==> src/rtl/data_sram_pkg.sv <==
// rtl/data_sram_pkg.sv - shared types and constants for the data SRAM controller
package data_sram_pkg;

  typedef enum logic [1:0] {
    IDLE   = 2'd0,
    ACCESS = 2'd1,
    DONE   = 2'd2
  } state_e;

  localparam logic [3:0] SEL_WORD = 4'hF;
  localparam logic [3:0] SEL_HI   = 4'hC;
  localparam logic [3:0] SEL_LO   = 4'h3;

  localparam int WAIT_CYCLES_MAX = 15;

  function automatic logic misaligned(input logic [3:0] sel, input logic [1:0] lsb);
    return ((sel == SEL_WORD) && (lsb != 2'b00)) ||
           (((sel == SEL_HI) || (sel == SEL_LO)) && lsb[0]);
  endfunction

endpackage

==> src/rtl/data_sram_wait_cnt.sv <==
// rtl/data_sram_wait_cnt.sv - loadable wait-state down-counter with zero flag
module data_sram_wait_cnt #(
  parameter int W = 4
) (
  input  logic         clk,
  input  logic         reset_n,
  input  logic         load,
  input  logic [W-1:0] load_val,
  input  logic         dec,
  output logic         zero
);

  logic [W-1:0] cnt_q, cnt_d;

  always_comb begin
    cnt_d = cnt_q;
    if (load) begin
      cnt_d = load_val;
    end else if (dec && (cnt_q != '0)) begin
      cnt_d = cnt_q - 1'b1;
    end
  end

  always_ff @(posedge clk) begin
    if (!reset_n) begin
      cnt_q <= '0;
    end else begin
      cnt_q <= cnt_d;
    end
  end

  assign zero = (cnt_q == '0);

endmodule

==> src/rtl/data_sram_ctrl.sv <==
// rtl/data_sram_ctrl.sv - MEM-stage RAM port to wait-stated synchronous SRAM bridge
// Optional misaligned-access trap: DATA_SRAM_MISALIGN_CHK_EN
module data_sram_ctrl
  import data_sram_pkg::*;
#(
  parameter int WAIT_CYCLES = 1,
  parameter int SRAM_AW     = 18
) (
  input  logic               clk,
  input  logic               reset_n,
  input  logic               cpu_ce,
  input  logic               cpu_we,
  input  logic [3:0]         cpu_sel,
  input  logic [31:0]        cpu_addr,
  input  logic [31:0]        cpu_wdata,
  output logic [31:0]        cpu_rdata,
  output logic               stallreq,
  output logic               bus_err,
  output logic               sram_ce_n,
  output logic               sram_we_n,
  output logic [3:0]         sram_be_n,
  output logic [SRAM_AW-1:0] sram_addr,
  output logic [31:0]        sram_dq_o,
  output logic               sram_dq_oe,
  input  logic [31:0]        sram_dq_i
);

  state_e               state_q, state_d;
  logic                 we_q, we_d;
  logic [3:0]           sel_q, sel_d;
  logic [SRAM_AW-1:0]   addr_q, addr_d;
  logic [31:0]          wdata_q, wdata_d;
  logic [31:0]          rdata_q, rdata_d;
  logic                 err_q, err_d;
  logic                 ce_n_q, ce_n_d, we_n_q, we_n_d, oe_q, oe_d;
  logic [3:0]           be_n_q, be_n_d;
  logic [SRAM_AW-1:0]   saddr_q, saddr_d;
  logic [31:0]          dq_q, dq_d;
  logic                 cnt_load, cnt_dec, cnt_zero, illegal;
  logic                 unused_addr;

  assign unused_addr = ^{cpu_addr[31:SRAM_AW+2], cpu_addr[1:0]};

`ifdef DATA_SRAM_MISALIGN_CHK_EN
  assign illegal = misaligned(cpu_sel, cpu_addr[1:0]);
`else
  assign illegal = 1'b0;
`endif

  data_sram_wait_cnt #(.W(4)) u_wait_cnt (
    .clk      (clk),
    .reset_n  (reset_n),
    .load     (cnt_load),
    .load_val (4'(WAIT_CYCLES)),
    .dec      (cnt_dec),
    .zero     (cnt_zero)
  );

  always_comb begin
    state_d  = state_q;
    we_d     = we_q;
    sel_d    = sel_q;
    addr_d   = addr_q;
    wdata_d  = wdata_q;
    rdata_d  = rdata_q;
    err_d    = 1'b0;
    cnt_load = 1'b0;
    cnt_dec  = 1'b0;
    case (state_q)
      IDLE: begin
        if (cpu_ce) begin
          we_d     = cpu_we;
          sel_d    = cpu_sel;
          addr_d   = cpu_addr[SRAM_AW+1:2];
          wdata_d  = cpu_wdata;
          cnt_load = 1'b1;
          if (illegal) begin
            state_d = DONE;
            rdata_d = '0;
            err_d   = 1'b1;
          end else begin
            state_d = ACCESS;
          end
        end
      end
      ACCESS: begin
        if (cnt_zero) begin
          if (!we_q) rdata_d = sram_dq_i;
          state_d = DONE;
        end else begin
          cnt_dec = 1'b1;
        end
      end
      DONE:    state_d = IDLE;
      default: state_d = IDLE;
    endcase

    // SRAM pins are registered, so they follow the state being entered
    ce_n_d  = 1'b1;
    we_n_d  = 1'b1;
    be_n_d  = 4'hF;
    saddr_d = '0;
    dq_d    = '0;
    oe_d    = 1'b0;
    if (state_d == ACCESS) begin
      ce_n_d  = 1'b0;
      saddr_d = addr_d;
      be_n_d  = ~sel_d;
      if (we_d) begin
        we_n_d = 1'b0;
        dq_d   = wdata_d;
        oe_d   = 1'b1;
      end
    end
  end

  always_ff @(posedge clk) begin
    if (!reset_n) begin
      state_q <= IDLE;
      we_q    <= 1'b0;
      sel_q   <= '0;
      addr_q  <= '0;
      wdata_q <= '0;
      rdata_q <= '0;
      err_q   <= 1'b0;
      ce_n_q  <= 1'b1;
      we_n_q  <= 1'b1;
      be_n_q  <= 4'hF;
      saddr_q <= '0;
      dq_q    <= '0;
      oe_q    <= 1'b0;
    end else begin
      state_q <= state_d;
      we_q    <= we_d;
      sel_q   <= sel_d;
      addr_q  <= addr_d;
      wdata_q <= wdata_d;
      rdata_q <= rdata_d;
      err_q   <= err_d;
      ce_n_q  <= ce_n_d;
      we_n_q  <= we_n_d;
      be_n_q  <= be_n_d;
      saddr_q <= saddr_d;
      dq_q    <= dq_d;
      oe_q    <= oe_d;
    end
  end

  assign stallreq   = reset_n && (((state_q == IDLE) && cpu_ce) || (state_q == ACCESS));
  assign cpu_rdata  = rdata_q;
  assign bus_err    = err_q;
  assign sram_ce_n  = ce_n_q;
  assign sram_we_n  = we_n_q;
  assign sram_be_n  = be_n_q;
  assign sram_addr  = saddr_q;
  assign sram_dq_o  = dq_q;
  assign sram_dq_oe = oe_q;

endmodule

==> config.mk <==
export PLATFORM = sky130hd
export DESIGN_NAME = data_sram_ctrl
export DESIGN_NICKNAME = d
export VERILOG_FILES = /design/src/rtl/data_sram_pkg.sv /design/src/rtl/data_sram_wait_cnt.sv /design/src/rtl/data_sram_ctrl.sv
export SDC_FILE = /design/constraint.sdc
export NUM_CORES = 1
export LEC_CHECK = 0
export ABC_CLOCK_PERIOD_IN_PS = 6200
export CAP_MARGIN = 20
export CORE_UTILIZATION = 40
export CTS_BUF_LIST = sky130_fd_sc_hd__clkbuf_4 sky130_fd_sc_hd__clkbuf_8 sky130_fd_sc_hd__clkbuf_16
export DETAILED_ROUTE_END_ITERATION = 16
export GPL_ROUTABILITY_DRIVEN = 0
export HOLD_SLACK_MARGIN = 0.12
export PLACE_DENSITY = 0.73
export SYNTH_ARGS = -nofsm -noshare
export SYNTH_HDL_FRONTEND = slang
export SYNTH_HIERARCHICAL = 1
export SYNTH_SLANG_ARGS = --single-unit
==> constraint.sdc <==
create_clock -name clk -period 6.2 [get_ports clk]
set_input_delay 0.93 -clock clk [delete_from_list [all_inputs] [get_ports clk]]
set_output_delay 0.93 -clock clk [all_outputs]
set_load 0.005 [all_outputs]
== Yosys cells after proc, flatten, opt, wreduce, memory -nomap -nowiden ==
Cells that the tools add are included.

* Output and inout bits: 91
* Bits of input ports: 104
* Register bits after elaboration: 150

* Multiplexer cells: 20
* Add/subtract/negate cells: 1
* Bitwise logic cells: 3
* Equality and inequality tests: 2
* Reduce and logical (&&, ||, !) cells: 12

{| class="wikitable"
|+ Operator list
! kind !! count
|-
| $mux W32 || 2
|-
| $mux W18 || 2
|-
| $mux W1 || 11
|-
| $mux W4 || 2
|-
| $reduce_and A3 Y1 || 2
|-
| $eq A2 B1 Y1 const B || 2
|-
| $logic_not A4 Y1 || 1
|-
| $mux W2 || 2
|-
| $not A4 Y4 || 1
|-
| $pmux W2 S2 || 1
|-
| $reduce_bool A4 Y1 || 1
|-
| $sub A4 B1 Y4 const B || 1
|-
| $logic_and A1 B1 Y1 || 3
|-
| $logic_not A2 Y1 || 1
|-
| $not A1 Y1 || 2
|-
| $reduce_and A2 Y1 || 1
|-
| $reduce_bool A2 Y1 || 1
|-
| $reduce_or A2 Y1 || 1
|-
| $logic_or A1 B1 Y1 || 1
|}

== Longest topological paths before layout ==
* Depth after elaboration: 6
* Mapped depth: 10
* Depth with buffers taken out: 8

== Modules after synthesis ==
Netlist, hierarchy kept.

{| class="wikitable"
|+ By module, submodules not included
! module !! seq. area each (sq um) !! times used !! cells an instance !! area an instance (sq um)
|-
| data_sram_ctrl || 2922.8 || 1 || 494 || 4963.5
|-
| data_sram_wait_cnt || 80.1 || 1 || 31 || 256.5
|}

== Worst setup path before layout ==
OpenSTA, ideal clock, no wires.

* Kind: input-to-reg
* From: input port cpu_ce
* To: register u_wait_cnt.cnt_q[3]
* Data required time: 6.076 ns
* Path slack: 3.931 ns
* Arrival time: 2.145 ns
* Cell stages on the path: 9
* Cell sequence: or3b_1 buf_2 clkinv_2 buf_8 buf_12 buf_6 inv_1 o21ai_0 a21oi_1

* Word-level cells in the longest chain between the ends: 3

{| class="wikitable"
|+ RTL lines
! what !! RTL line !! text
|-
| start: declaration || data_sram_ctrl.sv:11 || <nowiki>input logic cpu_ce,</nowiki>
|-
| $mux W1 || data_sram_ctrl.sv:71 || <nowiki>if (cpu_ce) begin</nowiki>
|-
| $mux W1 || data_sram_ctrl.sv:69 || <nowiki>case (state_q)</nowiki>
|-
| named net cnt_load || data_sram_ctrl.sv:39 || <nowiki>logic cnt_load, cnt_dec, cnt_zero, illegal;</nowiki>
|-
| $reduce_or A2 Y1 (no source line) || -- ||
|-
| end signal: assignment || data_sram_wait_cnt.sv:28 || <nowiki>cnt_q <= cnt_d;</nowiki>
|-
| end: declaration || data_sram_wait_cnt.sv:13 || <nowiki>logic [W-1:0] cnt_q, cnt_d;</nowiki>
|}

The timed path passes the listed nets, and every way through them passes these cells.
A chain may end at the register's enable or synchronous reset.

== Final worst setup path ==
* From: input port reset_n
* To: output port stallreq

* Word-level cells in the longest chain between the ends: 1

{| class="wikitable"
|+ RTL lines
! what !! RTL line !! text
|-
| start: declaration || data_sram_ctrl.sv:10 || <nowiki>input logic reset_n,</nowiki>
|-
| $logic_and A1 B1 Y1 || data_sram_ctrl.sv:149 || <nowiki>assign stallreq = reset_n && (((state_q == IDLE) && cpu_ce) || (state_q == ACCESS));</nowiki>
|-
| end: declaration || data_sram_ctrl.sv:17 || <nowiki>output logic stallreq,</nowiki>
|}

Every way passes these cells.

==> impl_metrics.csv <==
group,metric,value,unit
outcome,status,"finished, final reports clean",
grt,grt_usage,0.182,
finish,final_cell_mix,"clkdlybuf4s50_1 (178), dfxtp_1 (150), nand2_1 (131), a21boi_0 (35), a22o_1 (32)",
yosys,synth_top_family_by_area,"simple AND/OR/NAND/NOR gates",
sta,period_needed,3630,ps
route,viasPerCell,4.69,
yosys,muxShareOfSynthArea,0.0460,
clock_network,cts_setup_buffers,0,
worst_setup_path,worst_r2r_startpoint,"state_q[0]$_SDFF_PN0_",
yosys,synthesis.area,0.00522,mm^2
worst_setup_path,cp_slowest_stage_delay,600,ps
floorplanning,die_height,116,um
route,routed_wl,11800,um
place,portBuffers,179,
clock_network,postCtsResizedCells,0,
grt,grt_pass1_wl,18800,um
yosys,synth_edf_count,0,
route,vias,4121,
finish,layout_commonest_cell,"clkdlybuf4s50_1",
finish,fin_util,0.608,
route,first_iter_violations,256,
finish,antenna_cells,0,
floorplanning,die-area,0.0135,mm^2
finish,num-fill-cells,1081,
worst_setup_path,path_cells,"buf_2 > buf_4 > nor2b_1 > o21a_1 > clkdlybuf4s50_1",
worst_setup_path,r2r_slack,3390,ps
yosys,yosys.area_share.simple,0.169,
route,wl_per_cell,13.4,um
sta,finalSetupTns,0,ps
sta,maxSlewViolCount,0,
yosys,ys_seq_area_frac,0.575,
grt,antenna_found_initial,0,
worst_setup_path,endpoint,"stallreq",
yosys,synth.area.top_cells,"dfxtp_1 (58%), nand2_1 (9.4%), a22o_1 (5.4%)",
grt,grt_overflow,0,
route,first_pass_iters,4,
finish,layout-drive-gt1-share,0.0679,
floorplanning,pin_count,195,
worst_setup_path,critPathSlowestCell,"buf_4",
yosys,synth_cell_type_count,39,
yosys,synthArstFlopShare,0,
clock_network,insertion_delay,410,ps
worst_setup_path,ff2ff_path_depth,6,
worst_setup_path,critPathRequiredTime,5270,ps
floorplanning,die_width,116,um
yosys,synth_top_area_cell,"dfxtp_1",
yosys,syn-instance-count,525,
worst_setup_path,crit_path_max_fanout,93,
worst_setup_path,cp-end-kind,"output pin",
clock_network,cts.sinks,150,
yosys,ys_warn_count,6,
floorplanning,initial_core_util,0.412,
finish,syn_to_final_growth,47.7,%
yosys,synth_compound_area_frac,0.158,
sta,clock.fmax,275,MHz
floorplanning,core,0.0127,mm^2
floorplanning,core.rowCount,41,
place,place_hpwl,7770,um
yosys,synth.avg_cell_area,9.94,um^2
clock_network,hold_buffers,0,
min_path,hp-class,"flip-flop to flip-flop",
route,drc,0,
clock_network,cts_tree,"built",
yosys,synthFlopType,"dfxtp_1",
route,ant_nets,0,
yosys,ys_ff_latch,150,
clock_network,numCtsBuffers,17,
clock_network,ctsLongestPathBuffers,2,
grt,grt_max_degree,94,
sta,final.period_utilization,0.586,
yosys,synth_fa_ha_area_frac,0.00240,
yosys,yosysTopAreaCellShare,0.575,
power_and_ir_drop,power_leakage,2.89,nW
worst_setup_path,regToRegEndpoint,"u_wait_cnt/cnt_q[2]$_SDFFE_PN0P_",
power_and_ir_drop,power_density,317,mW/mm^2
sta,finClkSkew,5.48,ps
sta,max_slew_margin,0.329,
worst_setup_path,cp.arrival,2700,ps
clock_network,cts_root_buf,"clkbuf_16",
worst_setup_path,cp-startpoint,"reset_n",
sta,rsz0062_at_grt,"no",
yosys,synthXorXnorAreaFrac,0,
sta,setup_viol,0,
worst_setup_path,critPathLaunchType,"primary input",
power_and_ir_drop,peakVddDrop,0.000189,V
sta,tightest_slew,1010,ps
min_path,min_from,"wdata_q[7]$_SDFF_PN0_",
clock_network,path_clk_slew,60,ps
sta,hold_viol,0,
worst_setup_path,crit_type,"primary input to output pin",
grt,grt_pass1_vias,3959,
sta,holdWs,452,ps
job,drv_cap,0,
clock_network,htreeDepth,4,
finish,layout.nets,799,
-- flip-flops by register name, summed over array words and instances (netlist names) --
| name | flops |
|---|---|
| sram_addr | 18 |
| cpu_rdata | 32 |
| sram_dq_o | 32 |
| wdata_q | 32 |
| addr_q | 18 |
| state_q | 2 |
| sram_be_n | 4 |
| u_wait_cnt/cnt_q | 4 |
| sram_we_n | 1 |
| sram_dq_oe | 1 |
| we_q | 1 |
| sel_q | 4 |
| sram_ce_n | 1 |
-- synth_stat cells (4+ instances only) --
| cell type | n |
|---|---|
| nor2_1 | 23 |
| nand2_1 | 131 |
| dfxtp_1 | 150 |
| inv_1 | 6 |
| a21boi_1 | 29 |
| buf_2 | 5 |
| or2_1 | 4 |
| mux2i_1 | 24 |
| clkbuf_1 | 26 |
| a22o_1 | 32 |
| nor2b_1 | 24 |
| a21boi_0 | 35 |
| buf_6 | 4 |
-- routing by layer --
layer,vias to the layer above,routed length (um),global-route usage,share of wire
met4,0,342,0.110,0.029
met2,113,5880,0.316,0.50
li1,2072,-,-,-
met5,-,0,0,0
met3,25,615,0.0498,0.052
met1,1911,4980,0.199,0.42
-- report_power, final --
group / total [mW] / switching (mW) / internal [mW]
logic: 0.315 / 0.139 / 0.175
clock network: 1.07 / 0.394 / 0.675
registers: 1.06 / 0.0290 / 1.03
-- worst min path at each step --
| stage | endpoint | slack (ps) | cells past startpoint |
|---|---|---|---|
| 3_5_place_dp | wdata_q[7]$_SDFF_PN0_ | 440 | 2 |
| 5_1_grt | wdata_q[0]$_SDFF_PN0_ | 460 | 2 |
| 4_1_cts | wdata_q[7]$_SDFF_PN0_ | 450 | 2 |
| 6_report | wdata_q[7]$_SDFF_PN0_ | 450 | 2 |
| 3_3_place_gp | wdata_q[9]$_SDFF_PN0_ | 440 | 2 |
| 2_1_floorplan | wdata_q[0]$_SDFF_PN0_ | 430 | 2 |
-- final cells by class --
type,count,area [um^2],share of cell area
clock buffers,21,480,0.0623
multi-input cells,331,1990,0.259
clock inverters,11,146,0.0190
repair buffers,186,1840,0.239
well taps,172,215,0.0279
inverters,8,32.5,0.00422
flip-flops and latches,150,3000,0.389
-- through the flow --
stage	worst slack (ps)	power (mW)	instances	cell area (um^2)
after floorplan	3930	1.24	528	5230
after global placement	2460	1.39	847	7080
after detailed placement	2350	1.40	847	7080
after CTS	2550	2.48	879	7710
after global routing	2420	2.55	879	7710
final	2570	2.44	879	7710
-- worst max-delay path, delay by kind of cell --
family / cells / cell delay (ps)
simple gates: 1 / 380
buf+inv: 3 / 1190
compound gates: 1 / 180
-- cells by family after synthesis --
family | after synthesis
other cells | 2
compound gates | 104
buf+inv | 47
fa+ha+maj | 1
mux | 24
simple gates | 197
flops | 150
Note: power is estimated with default switching activity, not from simulation.
==> RTL change 1, RTL diff (same settings) <==
Take the reset off `addr_q`, `wdata_q`, `rdata_q`, `saddr_q` and `dq_q` and load them in a clocked block of their own.
--- a/src/rtl/data_sram_ctrl.sv
+++ b/src/rtl/data_sram_ctrl.sv
@@ -121,5 +121,2 @@
       sel_q   <= '0;
-      addr_q  <= '0;
-      wdata_q <= '0;
-      rdata_q <= '0;
       err_q   <= 1'b0;
@@ -128,4 +125,2 @@
       be_n_q  <= 4'hF;
-      saddr_q <= '0;
-      dq_q    <= '0;
       oe_q    <= 1'b0;
@@ -135,5 +130,2 @@
       sel_q   <= sel_d;
-      addr_q  <= addr_d;
-      wdata_q <= wdata_d;
-      rdata_q <= rdata_d;
       err_q   <= err_d;
@@ -142,6 +134,12 @@
       be_n_q  <= be_n_d;
-      saddr_q <= saddr_d;
-      dq_q    <= dq_d;
       oe_q    <= oe_d;
     end
+  end
+
+  always_ff @(posedge clk) begin
+    addr_q  <= addr_d;
+    wdata_q <= wdata_d;
+    rdata_q <= rdata_d;
+    saddr_q <= saddr_d;
+    dq_q    <= dq_d;
   end
Formal check against the unedited RTL: not equivalent (a bounded check fails within 4 cycles, from zero or initial values and one cycle with reset_n low).
==> RTL change 1 against the original RTL <==
  * Sequential cell count unchanged
  * Register-to-register slack improved by 0.54 ns
  * Largest cell class unchanged
  * First-iteration DRC count decreased by 48%
  * Worst setup slack improved by 0.26 ns
  * Power increased by 5.0%
  * Synthesized area decreased by 6.4%
  * Non-clock buffer count decreased by 1
  * Count of clock-buffer cells in the layout decreased by 2
  * Cell area decreased by 4.3%
  * Wire length decreased by 11%
==> RTL change 1: results (changes against the original RTL) <==
** Status
- Status :: complete, no violations (unchanged)

** Worst hold path
- The end of the worst hold path is sram_addr[7] (was wdata_q[7]).
- The critical hold path startpoint is addr_q[7] (was wdata_q[7]).
- The number of stages on the worst hold path is 1 (was 2).

** Pwr
- The share of total power in the clock network is 36.8% (was 43.8%).
- Maximum VDD drop :: 217 uV (was 189 uV)
- The leakage power of the design was 2.90 nW (was 2.89 nW).
- The total power draw is 2.56 mW (was 2.44 mW).
- The net switching component of the power is 577 uW (was 562 uW).
- Power in combinational cells :: 432 uW (was 315 uW)

** Global routing
- The number of global-route vias before repair is 3144 (was 3959).
- Global-route wire length before repair :: 16200 um (was 18800 um)
- The largest net degree at the start of global routing was 33 (was 94).
- Global-route usage over all layers :: 17.3% (was 18.2%)

** Setup path
- Arrival time worst endpoint :: 2.45 ns (was 2.70 ns)
- Reg2Reg Depth :: 8 (was 6)
- The maximum fanout encountered on the critical timing path is 11 (was 93).
- Library cell contributing the largest single delay on the critical path :: sky130_fd_sc_hd__clkdlybuf4s50_1 (was sky130_fd_sc_hd__buf_4)
- Endpoint of the most critical register-to-register path :: u_wait_cnt/cnt_q[3] (was u_wait_cnt/cnt_q[2])
- The worst reg-to-reg setup slack was 3.93 ns (was 3.39 ns).

** Synthesis
- Synth area leaders :: sky130_fd_sc_hd__dfxtp_1 48%, sky130_fd_sc_hd__edfxtp_1 20%, sky130_fd_sc_hd__mux2_4 7.7% (was sky130_fd_sc_hd__dfxtp_1 58%, sky130_fd_sc_hd__nand2_1 9.4%, sky130_fd_sc_hd__a22o_1 5.4%)
- Sequential cell area fraction in the yosys report :: 68.0% (was 57.5%)
- Ranking of synthesized cells by instance count :: 118 x sky130_fd_sc_hd__dfxtp_1, 32 x sky130_fd_sc_hd__edfxtp_1, 25 x sky130_fd_sc_hd__mux2_4 (was 150 x sky130_fd_sc_hd__dfxtp_1, 131 x sky130_fd_sc_hd__nand2_1, 35 x sky130_fd_sc_hd__a21boi_0)
- Unique masters post-synth :: 35 (was 39)
- Gate count after technology mapping :: 321 (was 525)

** Detailed routing
- Number of DRC violations after detailed-routing iteration 0 :: 133 (was 256)
- Wire length per cell :: 15.7 um (was 13.4 um)
- Drt via density :: 4.66 (was 4.69)

** Place
- Detailed-placement wirelength estimate :: 7380 um (was 7770 um)
- The cell area after placement is 6770 um2 (was 7080 um2).
- Setup slack after placement :: 2.55 ns (was 2.35 ns)

** Layout
- The fraction of layout instances using a drive strength above 1 was 17.8% (was 6.79%).
- The non-filler instance count after layout came to 671 (was 879).

** STA
- Clock skew :: 0.00553 ns (was 0.00548 ns)
- The worst hold slack was 0.464 ns (was 0.452 ns).
[RTL change 1: cell families (layout without fill, tap and decap cells)]
group / after synthesis / count (layout) / share of synthesized area, %
AO/OA/AOI/OAI: 25 / 25 / 4.43
adder cells (fa/ha/maj): 1 / 1 / 0.256
buffers and inverters: 20 / 224 / 3.33
flip-flops: 150 / 150 / 68.0
multiplexers: 56 / 56 / 14.7
other: 2 / 5 / 0.154
AND/OR/NAND/NOR: 67 / 67 / 9.12
[RTL change 1: critical path, delay by kind of cell]
kind          cells  cell delay [ns]
buf+inv           2             1.22
simple gates      2             0.29
[RTL change 1: area by class of cell]
cell class                 count  area [um2]
tap                          143         179
clock inverter                13         108
sequential                   150        3320
inverter                       7        27.5
clock buffer                  19         447
timing repair buffer         185        1880
multi-input combinational    154        1420
fill                         885        4280
[RTL change 1: per-layer routing]
metal,up-vias,global-route usage [%],share of wire (%)
li1,1505,-,-
met1,1482,17.6,40
met2,127,30.0,50
met3,10,8.59,8.8
met4,0,7.47,1.4
met5,-,0,0
==> RTL change 2, RTL diff (same settings) <==
Made on the original files. Add a define of `DATA_SRAM_MISALIGN_CHK_EN`.
--- a/src/rtl/data_sram_ctrl.sv
+++ b/src/rtl/data_sram_ctrl.sv
@@ -2,2 +2,4 @@
 // Optional misaligned-access trap: DATA_SRAM_MISALIGN_CHK_EN
+`define DATA_SRAM_MISALIGN_CHK_EN
+
 module data_sram_ctrl
Function: changed (a bounded check fails within 4 cycles, from zero or initial values and one cycle with reset_n low).
==> RTL change 2 against the original RTL <==
  * Power rose by 6.9%
  * Sequential power barely moved
  * Clock power rose by 7%
  * Synthesized cell count grew 38%
  * Worst setup slack improved by 0.13 ns
  * Core utilization decreased by 3.1 points
  * First-iteration DRC count rose by 55%
  * Cell area rose by 14%
  * Wire length up 36%
  * Synthesized area is 20% higher
  * Critical path depth rose by 2
  * Sequential cell count is 1 higher
  * Global-route usage grew 2.1 points
==> RTL change 2: results (changes against the original RTL) <==
** Global routing
- Global-route usage over all layers :: 20.3% (was 18.2%)
- Global-route wire length before repair :: 26000 um (was 18800 um)
- Global routing met2 resource utilization :: 31.0% (was 31.6%)
- The largest net degree at the start of global routing came to 81 (was 94).
- Global-route met1 utilization :: 27.2% (was 19.9%)

** Detailed routing
- Wire length per cell :: 14.7 um (was 13.4 um)
- Routed Wire Length :: 16100 um (was 11800 um)
- Met2 wire len :: 7230 um (was 5880 um)
- The number of DRC violations after detailed-routing iteration 0 is 398 (was 256).

** Pwr
- Static power due to leakage :: 3.32 nW (was 2.89 nW)

** Setup path
- The worst reg2reg path depth is 7 (was 6).
- Startpoint of the worst register-to-register path :: state_q[1] (was state_q[0])
- The end of the worst register-to-register path is sram_be_n[3] (was u_wait_cnt/cnt_q[2]).
- Capture point of the worst path :: sram_dq_o[0] (was stallreq)
- The worst stage delay on the critical path is 0.70 ns (was 0.60 ns).
- Arrival time worst endpoint :: 3.83 ns (was 2.70 ns)

** Place
- The number of port buffers was 182 (was 179).
- Area after DPL :: 8160 um2 (was 7080 um2)
- Detailed-placement wirelength estimate :: 9580 um (was 7770 um)
- The number of placed cells counting well taps came to 1064 (was 847).

** STA
- The pin slew with the least headroom to its limit was 0.857 ns (was 1.01 ns).

** Synthesis
- Synth area leaders :: sky130_fd_sc_hd__dfxtp_1 48%, sky130_fd_sc_hd__nand2_1 11%, sky130_fd_sc_hd__a21boi_0 7.1% (was sky130_fd_sc_hd__dfxtp_1 58%, sky130_fd_sc_hd__nand2_1 9.4%, sky130_fd_sc_hd__a22o_1 5.4%)
- Sequential cell area fraction in the yosys report :: 48.2% (was 57.5%)
- Ranking of synthesized cells by instance count: 178 x sky130_fd_sc_hd__nand2_1, 151 x sky130_fd_sc_hd__dfxtp_1, 59 x sky130_fd_sc_hd__a21boi_0 (was 150 x sky130_fd_sc_hd__dfxtp_1, 131 x sky130_fd_sc_hd__nand2_1, 35 x sky130_fd_sc_hd__a21boi_0).
- Unique masters post-synth :: 48 (was 39)

** Status
- Status :: complete, no violations (unchanged)

** Clocking
- The clock latency at the later pin of the worst-skew pair was 0.43 ns (was 0.41 ns).
==> RTL change 2: worst reg2reg max path: stages (launching register included) <==
cell and delay, ns:
sky130_fd_sc_hd__dfxtp_1 0.31, sky130_fd_sc_hd__buf_4 0.39, sky130_fd_sc_hd__or3b_2 0.21, sky130_fd_sc_hd__buf_4 0.54, sky130_fd_sc_hd__clkinv_2 0.65, sky130_fd_sc_hd__buf_4 0.53, sky130_fd_sc_hd__and3_1 0.31, sky130_fd_sc_hd__a32oi_1 0.17
==> RTL change 2: final cells by class <==
cell class / count / area, um2 / share of cell area, %
Clock buffer: 20 / 460 / 5.22
Multi-Input combinational cell: 501 / 2940 / 33.3
Tap cell: 211 / 264 / 2.99
Inverter: 8 / 32.5 / 0.369
Sequential cell: 151 / 3020 / 34.3
Timing Repair Buffer: 193 / 1900 / 21.6
Clock inverter: 12 / 199 / 2.26
==> RTL change 2: logic make-up after synthesis <==
logic type / share of synthesized area [%]
flip-flops: 48.2
multiplexers: 0.159
other: 0.120
buffers and inverters: 5.76
AO/OA/AOI/OAI: 25.8
AND/OR/NAND/NOR: 19.8
adder cells (fa/ha/maj): 0.199
==> RTL change 2: power by group through the flow <==
stage	Clock [mW]	Sequential, mW	Combinational (mW)
2_1_floorplan	0	1.08	0.240
3_3_place_gp	0	1.08	0.404
3_5_place_dp	0	1.08	0.409
4_1_cts	1.17	1.06	0.411
5_1_grt	1.21	1.06	0.449
6_report	1.15	1.06	0.407
==> RTL change 2: through the flow <==
stage / setup slack [ns] / hold slack, ns
final: 2.70 / 0.458
after detailed placement: 2.24 / 0.450
after floorplan: 3.92 / 0.430
after global placement: 2.25 / 0.446
after global routing: 2.51 / 0.475
after CTS: 2.66 / 0.459
